**config.mk**
```make
export PLATFORM = sky130hd
export DESIGN_NAME = ahb_master_mux
export DESIGN_NICKNAME = d
export VERILOG_FILES = /design/src/rtl/ahb_master_mux.sv
export SDC_FILE = /design/constraint.sdc
export NUM_CORES = 1
export LEC_CHECK = 0
export ABC_AREA = 1
export CAP_MARGIN = 20
export CORE_AREA = 2 2 197 199
export DETAILED_ROUTE_END_ITERATION = 10
export DIE_AREA = 0 0 199 201
export MAX_ROUTING_LAYER = met4
export PLACE_DENSITY = 0.58
export SKIP_LAST_GASP = 1
export SYNTH_ARGS = -nofsm -noshare
export SYNTH_HDL_FRONTEND = slang
export SYNTH_SLANG_ARGS = --single-unit
```
**constraint.sdc**
```tcl
create_clock -name i_hclk -period 3.4 [get_ports i_hclk]
set_clock_uncertainty 0.05 [all_clocks]
set_input_delay 0.68 -clock i_hclk [delete_from_list [all_inputs] [get_ports i_hclk]]
set_output_delay 0.68 -clock i_hclk [all_outputs]
set_load 0.02 [all_outputs]
```
**src/rtl/ahb_master_mux.sv**
```systemverilog
// Purpose : N-channel user front end for the AHB master core; round-robin burst ownership,
//           command forwarding to the core and in-order read-response routing by tag FIFO.
// Latency : commands pass combinationally from the owner to the core (1 arbitration cycle
//           before the first beat of a burst); read responses reach o_dav 1 cycle after i_core_dav.
// Backpressure: o_stall[c] is 1 for every non-owner, and for the owner when i_core_next=0,
//           when the tag FIFO is full on a read beat, or when it is preempted at a burst start.
//
// Ports:
//   i_hclk / i_hreset_n            clock, asynchronous active-low reset
//   o_stall, i_idle, i_wr_data, i_wr_data_dav, i_addr, i_size, i_wr, i_rd, i_min_len,
//   i_first_xfer                   per-channel user command ports (channel c in slice c)
//   o_data, o_addr, o_dav          per-channel read responses (registered)
//   o_core_*                       command to the core, i_core_next = core accepts
//   i_core_data/addr/dav           in-order read responses from the core
//   o_err                          sticky: response arrived with no outstanding read
module ahb_master_mux #(
   parameter int NUM_CH    = 2,
   parameter int DATA_WDT  = 32,
   parameter int BEAT_WDT  = 32,
   parameter int RSP_DEPTH = 8
) (
   input  logic                         i_hclk,
   input  logic                         i_hreset_n,
   output logic [NUM_CH-1:0]            o_stall,
   input  logic [NUM_CH-1:0]            i_idle,
   input  logic [NUM_CH*DATA_WDT-1:0]   i_wr_data,
   input  logic [NUM_CH-1:0]            i_wr_data_dav,
   input  logic [NUM_CH*32-1:0]         i_addr,
   input  logic [NUM_CH*3-1:0]          i_size,
   input  logic [NUM_CH-1:0]            i_wr,
   input  logic [NUM_CH-1:0]            i_rd,
   input  logic [NUM_CH*BEAT_WDT-1:0]   i_min_len,
   input  logic [NUM_CH-1:0]            i_first_xfer,
   output logic [NUM_CH*DATA_WDT-1:0]   o_data,
   output logic [NUM_CH*32-1:0]         o_addr,
   output logic [NUM_CH-1:0]            o_dav,
   output logic [DATA_WDT-1:0]          o_core_data,
   output logic                         o_core_dav,
   output logic [31:0]                  o_core_addr,
   output logic [2:0]                   o_core_size,
   output logic                         o_core_wr,
   output logic                         o_core_rd,
   output logic [BEAT_WDT-1:0]          o_core_min_len,
   output logic                         o_core_cont,
   input  logic                         i_core_next,
   input  logic [DATA_WDT-1:0]          i_core_data,
   input  logic [31:0]                  i_core_addr,
   input  logic                         i_core_dav,
   output logic                         o_err
);

   localparam int TAG_W = $clog2(NUM_CH);
   localparam int PTR_W = $clog2(RSP_DEPTH);
   localparam int CNT_W = PTR_W + 1;

   localparam logic [0:0] ST_ARB = 1'b0;
   localparam logic [0:0] ST_OWN = 1'b1;

   logic [0:0]        state;
   logic [TAG_W-1:0]  owner;
   logic [TAG_W-1:0]  rr_ptr;

   // ------------------------------------------------------------------
   // Round-robin arbitration
   // ------------------------------------------------------------------
   logic [NUM_CH-1:0] req;
   logic [TAG_W-1:0]  grant;
   logic              grant_vld;
   logic [TAG_W-1:0]  scan_idx;

   assign req = i_first_xfer & ~i_idle;

   // Walk the channels starting just after the last winner, wrapping at NUM_CH
   // (which need not be a power of two).
   always_comb begin
      grant     = '0;
      grant_vld = 1'b0;
      scan_idx  = rr_ptr;
      for (int k = 0; k < NUM_CH; k++) begin
         scan_idx = (scan_idx == TAG_W'(NUM_CH - 1)) ? '0 : scan_idx + TAG_W'(1);
         if (!grant_vld && req[scan_idx]) begin
            grant_vld = 1'b1;
            grant     = scan_idx;
         end
      end
   end

   // ------------------------------------------------------------------
   // Owner field selection
   // ------------------------------------------------------------------
   logic                own_idle;
   logic                own_first;
   logic                own_wr;
   logic                own_rd;
   logic                own_wdav;
   logic [DATA_WDT-1:0] own_data;
   logic [31:0]         own_addr;
   logic [2:0]          own_size;
   logic [BEAT_WDT-1:0] own_min_len;

   assign own_idle    = i_idle[owner];
   assign own_first   = i_first_xfer[owner];
   assign own_wr      = i_wr[owner];
   assign own_rd      = i_rd[owner];
   assign own_wdav    = i_wr_data_dav[owner];
   assign own_data    = i_wr_data[owner*DATA_WDT +: DATA_WDT];
   assign own_addr    = i_addr[owner*32 +: 32];
   assign own_size    = i_size[owner*3 +: 3];
   assign own_min_len = i_min_len[owner*BEAT_WDT +: BEAT_WDT];

   // ------------------------------------------------------------------
   // Tag FIFO status (needed by the forwarding logic)
   // ------------------------------------------------------------------
   logic [CNT_W-1:0]  tag_cnt;
   logic              tag_full;
   logic              tag_empty;

   assign tag_full  = (tag_cnt == CNT_W'(RSP_DEPTH));
   assign tag_empty = (tag_cnt == '0);

   // ------------------------------------------------------------------
   // Command forwarding
   // ------------------------------------------------------------------
   logic other_req;
   logic preempt;
   logic fwd;
   logic rd_beat;

   assign other_req = |(req & ~(NUM_CH'(1) << owner));

   // A new burst start from the owner while someone else is waiting gives the
   // bus up instead of forwarding the beat: the owner re-enters arbitration.
   assign preempt = (state == ST_OWN) & i_core_next & own_first & ~own_idle & other_req;
   assign fwd     = (state == ST_OWN) & ~preempt;
   assign rd_beat = own_rd & ~own_idle;

   assign o_core_wr      = fwd & own_wr & ~own_idle;
   // With the tag FIFO full the read is gapped: rd drops but cont keeps the burst open.
   assign o_core_rd      = fwd & rd_beat & ~tag_full;
   assign o_core_cont    = fwd & ~(own_idle | own_first);
   assign o_core_dav     = fwd & own_wdav;
   assign o_core_data    = fwd ? own_data    : '0;
   assign o_core_addr    = fwd ? own_addr    : '0;
   assign o_core_size    = fwd ? own_size    : '0;
   assign o_core_min_len = fwd ? own_min_len : '0;

   always_comb begin
      o_stall = '1;
      if (fwd) begin
         o_stall[owner] = ~i_core_next | (rd_beat & tag_full);
      end
   end

   // ------------------------------------------------------------------
   // Ownership state
   // ------------------------------------------------------------------
   always_ff @(posedge i_hclk or negedge i_hreset_n) begin
      if (!i_hreset_n) begin
         state  <= ST_ARB;
         owner  <= '0;
         rr_ptr <= TAG_W'(NUM_CH - 1);
      end else begin
         case (state)
            ST_ARB: begin
               if (grant_vld) begin
                  state  <= ST_OWN;
                  owner  <= grant;
                  rr_ptr <= grant;
               end
            end
            ST_OWN: begin
               if (i_core_next && (own_idle || preempt)) begin
                  state <= ST_ARB;
               end
            end
            default: state <= ST_ARB;
         endcase
      end
   end

   // ------------------------------------------------------------------
   // Tag FIFO: one entry per accepted read beat, holding the issuing channel
   // ------------------------------------------------------------------
   logic [TAG_W-1:0] tag_mem [RSP_DEPTH];
   logic [PTR_W-1:0] wr_ptr;
   logic [PTR_W-1:0] rd_ptr;
   logic             push;
   logic             pop;
   logic [TAG_W-1:0] head;

   assign push = o_core_rd & i_core_next;
   assign pop  = i_core_dav & ~tag_empty;
   assign head = tag_mem[rd_ptr];

   always_ff @(posedge i_hclk) begin
      if (push) begin
         tag_mem[wr_ptr] <= owner;
      end
   end

   always_ff @(posedge i_hclk or negedge i_hreset_n) begin
      if (!i_hreset_n) begin
         wr_ptr  <= '0;
         rd_ptr  <= '0;
         tag_cnt <= '0;
      end else begin
         if (push) wr_ptr <= wr_ptr + PTR_W'(1);
         if (pop)  rd_ptr <= rd_ptr + PTR_W'(1);
         case ({push, pop})
            2'b10:   tag_cnt <= tag_cnt + CNT_W'(1);
            2'b01:   tag_cnt <= tag_cnt - CNT_W'(1);
            default: tag_cnt <= tag_cnt;
         endcase
      end
   end

   // ------------------------------------------------------------------
   // Response routing; non-selected data slices keep their last value
   // ------------------------------------------------------------------
   always_ff @(posedge i_hclk or negedge i_hreset_n) begin
      if (!i_hreset_n) begin
         o_dav  <= '0;
         o_data <= '0;
         o_addr <= '0;
         o_err  <= 1'b0;
      end else begin
         o_dav <= '0;
         if (pop) begin
            o_dav[head]                         <= 1'b1;
            o_data[head*DATA_WDT +: DATA_WDT]   <= i_core_data;
            o_addr[head*32 +: 32]               <= i_core_addr;
         end
         if (i_core_dav && tag_empty) begin
            o_err <= 1'b1;
         end
      end
   end

endmodule

```
==> metrics.cfg <==
[status]
status=finished, final reports clean

[synthesis]
syn_area_per_cell_um2=7.39
synth_area_um2=7680
yosys-top-cells-area=dfrtp_1, nand2_1, nand3_1
ys_warn_count=0
synth_top_area_share_pct=46.6
yosys_most_used_dff=dfrtp_1
yosysMostFrequentCell=nand2_1
netlist.top_cell.by_area=dfrtp_1
synth_cell_types=27
ys_top_cells_by_count=nand2_1, dfrtp_1, inv_1
async_flop_share_pct=94.7
syn_inst=1040
synth_edf_count=8
syn_nets=1321
ys_seq_elements=152
yosysSeqAreaShare_pct=50.1

[floorplanning]
num_io_pins=512
die_y_um=201
core-area_um2=38100
rows=72
die-width_um=199
start_util_pct=20.2
die_area_um2=40000

[worst_setup_path]
end_kind=primary output
crit_path_top_delay_cell=clkdlybuf4s50_1
r2r_cells=14
start_kind=input pin
required_ns=2.67
worstPathCellList=clkdlybuf4s50_1 > inv_1 > nand2_2 > nand2_2 > nand2_2 > inv_1 > nand2_2 > nand2_4 > nor2_4 > buf_12 > buf_12 > nand2_1 > nand2_1 > dlygate4sd2_1
critPathMaxStageDelay_ns=0.47
path_common_cell=nand2_2
worstSetupPathType=input pin to primary output
critPathMaxFanout=25
worst_ep_arrival_time_ns=2.58

[routing]
wire_per_inst_um=17.8
routed_wl_um=37200
drt-initial-drc-count=338
dr.pass1.iters=4
viasPerCell=4.06
ant_nets=0
vias=8479
drc=0

[power_and_ir_drop]
pwr-share-seq_pct=22.9
combPwrFrac_pct=63.8
clkPwrFrac_pct=13.3
powerDensity_nw_per_um2=976
power_switching_mw=6.47
finalPower_mw=13.9
p_int_mw=7.43
p_leak_nw=6.96
p_sw_share_pct=46.6
max-vdd-ir-drop_v=0.000618

[clock_tree]
cts_made_buffers=17
clockBufferDepth=2
insertion_delay_ns=0.42
cts_tree=yes
clockRootBuffer=clkbuf_16
htree_levels=4
clock-sinks=152
clkTransAtPathRegs_ns=0.06

[final_layout]
drive_gt1_share_pct=10.5
fillCellCount=4002
stdcell_area_um2=14200
syn_to_final_growth_pct=85.4
stdcell_count=2087
nets=1834

[timing]
finalMaxSlewViolations=0
timing.hold.ws_ns=0.208
period_share_pct=97.3
slew_headroom_pct=46.2
max_freq_mhz=302
tightest_slew_ns=0.807
setup-violations-final=0
final_hold_viol_count=0
period_minus_slack_ns=3.31

[placed_design]
dpl.hpwl_um=28900
post_dp_cell_area_um2=13500
placedCellCount=2039
place_congestion=0.959
port-buffer-count=511

[grt]
antenna_found_initial=8
overflow=0
grt_pass1_wl_um=53200
grt_max_degree=66
track_usage_pct=18.6
grt_pass1_vias=8503

[worst_hold_path]
holdCritPathClass=input pin to asynchronous set/reset pin

[job]
maxCapViolations=0

-- final cells by class --
class	count	area, µm²	area share [%]
Multi-Input combinational cell	745	3200	22.4
Clock inverter	12	118	0.826
Sequential cell	152	3840	27.0
Tap cell	518	648	4.55
Antenna cell	3	7.51	0.0527
Timing Repair Buffer	553	5670	39.8
Clock buffer	20	447	3.14
Inverter	84	315	2.21
-- layer usage --
metal | share of wire, % | vias up | global-route usage, %
li1 | - | 4225 | -
met1 | 37 | 3865 | 19.4
met2 | 52 | 340 | 33.1
met3 | 6.4 | 49 | 4.27
met4 | 3.9 | 0 | 8.10
met5 | 0 | - | -
-- stage by stage --
step	util (%)	setup slack, ns	TNS, ns
6_report	37.4	0.0909	0
5_1_grt	37.4	-0.0127	-0.0860
4_1_cts	37.1	-0.184	-1.25
3_5_place_dp	35.4	-0.330	-19.14
3_3_place_gp	35.4	-0.324	-18.44
2_1_floorplan	-	0.722	0
-- power groups by stage --
stage	Sequential [mW]	Clock, mW	Combinational [mW]
finish	3.18	1.85	8.87
global route	3.29	1.99	9.55
CTS	3.18	1.93	8.85
detailed placement	3.21	0	8.89
global placement	3.18	0	8.82
floorplan	4.07	0	3.50
-- sequential cells by signal, summed over array words and instances (netlist names) --
name and count:
o_data 64, state 1, tag_cnt 4, tag_mem 8, o_addr 64, rr_ptr 1, o_dav 2, rd_ptr 3
owner 1, wr_ptr 3, o_err 1
-- logic make-up (layout without fill, tap and decap cells) --
family,count (synthesis),in the layout,synth area share [%]
simple gates,656,656,33.7
flops,152,152,50.1
buf+inv,143,669,9.45
compound gates,78,78,5.26
xor+xnor,6,6,0.684
fa+ha+maj,5,5,0.814
other cells,0,3,0
-- path summary, 6_finish.rpt --
path                                  from             end  slack [ns]
worst max-delay path             i_idle[0]  o_core_data[4]        0.09
worst min-delay path            i_hreset_n       o_addr[0]        0.21
worst max register to register       owner      tag_cnt[2]        0.71
worst min register to register       o_err           o_err        0.41
max in group asynchronous       i_hreset_n      o_addr[44]        2.30
min in group i_hclk                  o_err           o_err        0.41
-- critical path: cells and delay by family --
family                 cells  cell delay, ns
buffers and inverters      6            1.25
AND/OR/NAND/NOR            8            0.63
-- placed cells by master (no fill, tap or decap), types with 8 or more instances in the layout --
| master | n |
|---|---|
| buf_4 | 47 |
| nand3_1 | 76 |
| clkbuf_2 | 16 |
| edfxtp_1 | 8 |
| clkdlybuf4s15_1 | 23 |
| clkbuf_16 | 20 |
| o21ai_0 | 67 |
| dfrtp_1 | 143 |
| buf_12 | 26 |
| nand2_1 | 526 |
| dlygate4sd2_1 | 20 |
| inv_1 | 82 |
| clkdlybuf4s50_1 | 405 |
| nor2_1 | 22 |
| nand2_2 | 19 |
-- repair_timing --
item                                    4_1_cts  5_1_grt
pin swaps                                     1        6
gates cloned                                  2        3
buffers inserted                              2        6
hold buffers                                  0        0
endpoints found under the setup margin       90      102
gates resized for setup                     128       69
(Power assumes the default switching activity.)
